==> src/rtl/sc_pkg.sv <==
// Shared types and helpers for the stochastic-stream accumulator.
// Contents: accumulator FSM state encoding and the ones-count width helper.
// No ports; imported by sc_bit_counter and sc_stream_accumulator.
package sc_pkg;

    typedef enum logic [1:0] {
        IDLE  = 2'd0,
        ACCUM = 2'd1,
        FULL  = 2'd2
    } acc_state_t;

    // One extra bit so an all-ones window of 2^log_len samples does not wrap.
    function automatic int cnt_w(input int log_len);
        return log_len + 1;
    endfunction

endpackage

==> src/rtl/sc_bit_counter.sv <==
// Ones counter for a single unipolar bitstream.
// Ports: clk/rst (async active-high), clr (synchronous clear), en (sample accepted),
//        bit_in (stream bit), count (registered ones-count, CW bits).
module sc_bit_counter #(
    parameter int CW = 9
) (
    input  logic          clk,
    input  logic          rst,
    input  logic          clr,
    input  logic          en,
    input  logic          bit_in,
    output logic [CW-1:0] count
);

    logic [CW-1:0] count_q, count_d;

    // Clear wins over increment: the completing sample has already been
    // folded into the result path by the top level when both are asserted.
    always_comb begin
        count_d = count_q;
        if (clr) begin
            count_d = '0;
        end else if (en && bit_in) begin
            count_d = count_q + CW'(1);
        end
    end

    always_ff @(posedge clk or posedge rst) begin
        if (rst) begin
            count_q <= '0;
        end else begin
            count_q <= count_d;
        end
    end

    assign count = count_q;

endmodule

==> src/rtl/sc_stream_accumulator.sv <==
// Converts NUM_OUTPUTS unipolar bitstreams to binary ones-counts over 2^LOG_LEN-sample windows.
// Ports: clk/rst, start/continuous control, in_valid/in_ready/bits sample input,
//        busy status, out_valid/out_ready/counts result output (stream i at [i*(LOG_LEN+1) +: LOG_LEN+1]).
module sc_stream_accumulator
    import sc_pkg::*;
#(
    parameter int NUM_OUTPUTS = 1,
    parameter int LOG_LEN     = 8
) (
    input  logic                                   clk,
    input  logic                                   rst,
    input  logic                                   start,
    input  logic                                   continuous,
    input  logic                                   in_valid,
    output logic                                   in_ready,
    input  logic [NUM_OUTPUTS-1:0]                 bits,
    output logic                                   busy,
    output logic                                   out_valid,
    input  logic                                   out_ready,
    output logic [NUM_OUTPUTS*cnt_w(LOG_LEN)-1:0]  counts
);

    localparam int CW = cnt_w(LOG_LEN);
    localparam int TW = NUM_OUTPUTS * CW;

    acc_state_t          state_q, state_d;
    logic [LOG_LEN-1:0]  idx_q, idx_d;
    logic [TW-1:0]       counts_q, counts_d;
    logic                out_valid_q, out_valid_d;
    logic [TW-1:0]       work_cnt;
    logic [TW-1:0]       final_cnt;
    logic                cnt_clr;
    logic                cnt_en;

    // Working counters; final_cnt includes the sample presented this cycle so
    // a completing window can be unloaded without an extra cycle.
    for (genvar i = 0; i < NUM_OUTPUTS; i++) begin : g_cnt
        sc_bit_counter #(.CW(CW)) u_cnt (
            .clk    (clk),
            .rst    (rst),
            .clr    (cnt_clr),
            .en     (cnt_en),
            .bit_in (bits[i]),
            .count  (work_cnt[i*CW +: CW])
        );
        assign final_cnt[i*CW +: CW] = work_cnt[i*CW +: CW] + CW'(bits[i]);
    end

    always_comb begin
        state_d     = state_q;
        idx_d       = idx_q;
        counts_d    = counts_q;
        out_valid_d = out_valid_q;
        cnt_clr     = 1'b0;
        cnt_en      = 1'b0;

        // Consume; a load below in the same cycle overrides this.
        if (out_valid_q && out_ready) begin
            out_valid_d = 1'b0;
        end

        case (state_q)
            IDLE: begin
                if (start) begin
                    cnt_clr = 1'b1;
                    idx_d   = '0;
                    state_d = ACCUM;
                end
            end
            ACCUM: begin
                if (in_valid) begin
                    cnt_en = 1'b1;
                    // Index wraps to zero on the completing sample.
                    idx_d  = idx_q + LOG_LEN'(1);
                    if (&idx_q) begin
                        if (!out_valid_q || out_ready) begin
                            counts_d    = final_cnt;
                            out_valid_d = 1'b1;
                            cnt_clr     = 1'b1;
                            state_d     = continuous ? ACCUM : IDLE;
                        end else begin
                            // Buffer occupied: the increment above leaves the
                            // final counts parked in the working counters.
                            state_d = FULL;
                        end
                    end
                end
            end
            FULL: begin
                if (out_ready) begin
                    counts_d    = work_cnt;
                    out_valid_d = 1'b1;
                    cnt_clr     = 1'b1;
                    idx_d       = '0;
                    state_d     = continuous ? ACCUM : IDLE;
                end
            end
            default: begin
                state_d = IDLE;
            end
        endcase
    end

    always_ff @(posedge clk or posedge rst) begin
        if (rst) begin
            state_q     <= IDLE;
            idx_q       <= '0;
            counts_q    <= '0;
            out_valid_q <= 1'b0;
        end else begin
            state_q     <= state_d;
            idx_q       <= idx_d;
            counts_q    <= counts_d;
            out_valid_q <= out_valid_d;
        end
    end

    assign in_ready  = (state_q == ACCUM);
    assign busy      = (state_q != IDLE);
    assign out_valid = out_valid_q;
    assign counts    = counts_q;

endmodule

==> config.mk <==
export PLATFORM = sky130hd
export DESIGN_NAME = sc_stream_accumulator
export DESIGN_NICKNAME = d
export VERILOG_FILES = /design/src/rtl/sc_pkg.sv /design/src/rtl/sc_bit_counter.sv /design/src/rtl/sc_stream_accumulator.sv
export SDC_FILE = /design/constraint.sdc
export NUM_CORES = 1
export LEC_CHECK = 0
export BUFFER_PORTS_ARGS = -buffer_cell sky130_fd_sc_hd__buf_4
export CAP_MARGIN = 5
export CORE_UTILIZATION = 50
export DETAILED_ROUTE_END_ITERATION = 16
export PLACE_DENSITY = 0.73
export REMOVE_ABC_BUFFERS = 1
export SYNTH_ARGS = -nofsm -noshare
export SYNTH_HDL_FRONTEND = slang
export SYNTH_SLANG_ARGS = --single-unit
==> constraint.sdc <==
create_clock -name clk -period 6.1 [get_ports clk]
set_input_delay 0.61 -clock clk [delete_from_list [all_inputs] [get_ports clk]]
set_output_delay 0.61 -clock clk [all_outputs]
set_load 0.005 [all_outputs]
==> run_results.csv <==
group,metric,value,unit
final_layout,nNetsFinal,196,
global_routing,antenna_violations_before_repair,0,
clock_tree,clock_path_buffers,2,
clock_tree,cts_tree,"done",
critical_path,critical_path_class,"flop to flop",
floorplanning,die_w,59.4,um
routing,drtPass1Iterations,4,
logic_synthesis,synth.area.top_cells,"dfrtp_1 44%, mux2_1 6.2%, ha_1 6.1%",
timing,timing_hold_violations_final,0,
timing,tightestPinTransition,1.04,ns
critical_path,worst_r2r_endpoint,"idx_q[5]",
floorplanning,die-area,0.00353,mm^2
clock_tree,cts.repair.resized,0,
logic_synthesis,post_synth_num_cell_types,40,
logic_synthesis,synth_largest_type_area_fraction,0.441,
critical_path,reg2reg_depth,6,
run,cap_viol_max_count,0,
global_routing,grt_pass1_wl,4820,um
timing,min_period_over_period,0.388,
logic_synthesis,synth.cells.most_frequent,"29 x dfrtp_1, 19 x nor2_1, 10 x nand2_1, 9 x mux2_1",
hold_path,whs_path_depth,1,
power_and_ir_drop,internal_power,343,uW
floorplanning,design.portCount,19,
clock_tree,clock_sinks,29,
power_and_ir_drop,netSwitchingFraction,0.328,
power_and_ir_drop,combPwrFrac,0.309,
logic_synthesis,syn-cell-area,0.00165,mm^2
timing,layout_min_cycle_time,2.37,ns
timing,final_max_slew_viol_count,0,
power_and_ir_drop,ratio_of_total_power_to_cell_area,273,mW/mm^2
global_routing,maximum_number_of_pins_on_one_net_before_global_route_repair,30,
hold_path,timing.hold.worst_endpoint,"counts[7]",
critical_path,setup.worst_path.start_class,"flop",
timing,setup_repair_after_global_routing_missed_its_margin,"false",
floorplanning,die-height,59.4,um
routing,vias_per_cell,5.42,
routing,drt_drc,0,
critical_path,critical_path_arrival,2.59,ns
logic_synthesis,flip_flop_cell_with_the_highest_count_after_synthesis,"dfrtp_1",
logic_synthesis,yosys_warnings,0,
critical_path,crit_path_end_kind,"flop",
floorplanning,rows,20,
timing,final.hold.worst_slack,0.503,ns
routing,totalWireLength,2890,um
final_layout,ant_diodes,0,
hold_path,hold_path.class,"flop to flop",
timing,max_freq,0.422,GHz
floorplanning,initial_standard_cell_utilization_of_the_core,0.535,
routing,vias,1226,
timing,setup_ws,3.73,ns
hold_path,hold_path_origin,"counts[7]",
clock_tree,cts.root.buffer_cell,"clkbuf_4",
critical_path,r2r_startpoint,"state_q[1]",
clock_tree,tritoncts.num_buffers,5,
logic_synthesis,yosysSeqAreaShare,0.441,
logic_synthesis,number_of_enable_type_register_cells_in_the_synthesized_netlist,0,
clock_tree,insertion_delay,0.32,ns
power_and_ir_drop,vdd_drop_max,0.190,mV
critical_path,cp_data_required_time,6.32,ns
final_layout,areaGrowthSynthToFinish,13.4,%
timing,clock-skew-final,0.00929,ns
global_routing,grt_overflow,0,
clock_tree,h-tree-depth,2,
logic_synthesis,yosysTopAreaCell,"dfrtp_1",
clock_tree,cts_setup_buffers,0,
routing,number_of_nets_with_antenna_violations_after_detailed_routing,0,
power_and_ir_drop,p_sw,167,uW
timing,setup_tns,0,ns
logic_synthesis,number_of_flip_flops_and_latches_in_the_synthesized_netlist,29,
timing,setup_viol_count_final,0,
routing,initialDrtViolationCount,51,
final_layout,post-route-cell-area,0.00187,mm^2
clock_tree,clk_pin_slew,0.09,ns
status,outcome,"completed",
logic_synthesis,gate_count_of_the_mapped_netlist,164,
final_layout,drive_above_1_share,0.176,
power_and_ir_drop,power.sequential.fraction,0.437,
place,placed_cells_incl_taps,218,
global_routing,track_usage,0.186,
logic_synthesis,postSynth.asyncResetShare,1.00,
floorplanning,core-area,0.00308,mm^2
place,place.port_buffers,18,
routing,avgRoutedWirePerCell,12.8,um
place,dp_slack,3.74,ns
critical_path,setup_slack_of_the_most_critical_reg_to_reg_path,3.73,ns
timing,timing.max_slew.rel_slack,0.308,
power_and_ir_drop,static-leakage-power,0.897,nW
final_layout,final_cells,226,
place,routabilityCongestion,0.912,
place,dpl_cell_area,0.00180,mm^2
power_and_ir_drop,clock_power_frac,0.253,
clock_tree,postCtsHoldBufs,0,
logic_synthesis,synth_area_per_cell,10.0,um^2
logic_synthesis,yosysMostFrequentCell,"dfrtp_1",
critical_path,path_max_fanout,18,
final_layout,number_of_filler_cells_placed_in_the_layout,275,
global_routing,first_global_vias,1084,
## sequential cells by signal, summed over array words and instances (netlist names)
signal,cells
out_valid,1
idx_q,8
g_cnt.u_cnt.count,9
state_q,2
counts,9
## power by group through the flow
stage	registers, mW	clock network [mW]	logic (mW)
2_1_floorplan	0.223	0	0.117
3_3_place_gp	0.226	0	0.153
3_5_place_dp	0.227	0	0.158
4_1_cts	0.223	0.134	0.159
5_1_grt	0.225	0.141	0.179
6_report	0.223	0.129	0.158
## cell usage in the layout (no fill, tap or decap), types with 2 or more instances in the layout
master and count:
clkbuf_4 5, xnor2_1 8, o22ai_1 2, dfrtp_1 29
nand4_1 4, nand3_1 5, nor3_1 4, o21ai_1 6
buf_4 18, nor2_1 19, clkbuf_8 2, o21ai_0 6
nand2b_1 3, or4_1 2, inv_1 5, nor2b_1 2
o31ai_1 2, ha_1 8, a21oi_1 3, mux2_1 9
nand2_1 10, nand4b_1 2, mux2_2 2, and2_1 2
a21o_1 2, xor2_1 7
## routing by layer
metal | vias to the layer above | part of all wire | global-route usage | wire [um]
met4 | 0 | 0.011 | 0.0918 | 31
li1 | 611 | - | - | -
met3 | 4 | 0.042 | 0.0459 | 121
met5 | - | 0 | 0 | 0
met1 | 587 | 0.47 | 0.243 | 1360
met2 | 24 | 0.48 | 0.286 | 1380
## final cells by class
| class | instances | area [um^2] | share of cell area |
|---|---|---|---|
| Sequential cell | 29 | 726 | 0.389 |
| Multi-Input combinational cell | 122 | 862 | 0.462 |
| Tap cell | 44 | 55.1 | 0.0295 |
| Clock buffer | 7 | 65.1 | 0.0349 |
| Clock inverter | 1 | 5.00 | 0.00268 |
| Inverter | 5 | 18.8 | 0.0101 |
| Timing Repair Buffer | 18 | 135 | 0.0724 |
## cells by family after synthesis
| logic type | share of synthesized area |
|---|---|
| AOI/OAI and AO/OA | 0.122 |
| xor gates and xnor gates | 0.0798 |
| adders and majority gates | 0.0608 |
| buffers and inverters | 0.0357 |
| DFF | 0.441 |
| muxes | 0.0813 |
| and+or+nand+nor | 0.179 |
## worst max-delay path, stage by stage, from the launching register on
cell     delay (ns)
dfrtp_1        0.38
inv_1          0.08
ha_1           0.38
nor2b_4        0.21
or4_4          0.58
or2_0          0.38
o41ai_2        0.26
## worst max path at each step
| stage | startpoint | end | slack [ns] |
|---|---|---|---|
| after global routing | state_q[1] | idx_q[3] | 3.53 |
| after CTS | state_q[1] | idx_q[5] | 3.72 |
| after detailed placement | state_q[1] | idx_q[6] | 3.74 |
| final | state_q[1] | idx_q[5] | 3.73 |
| after global placement | state_q[1] | idx_q[4] | 3.85 |
| after floorplan | state_q[1] | idx_q[4] | 3.96 |
## per-stage QoR
stage / total power, mW / util
2_1_floorplan: 0.340 / -
3_3_place_gp: 0.378 / 0.584
3_5_place_dp: 0.385 / 0.584
4_1_cts: 0.516 / 0.607
5_1_grt: 0.545 / 0.607
6_report: 0.510 / 0.607
No activity file was read; power rests on OpenSTA's default activity.
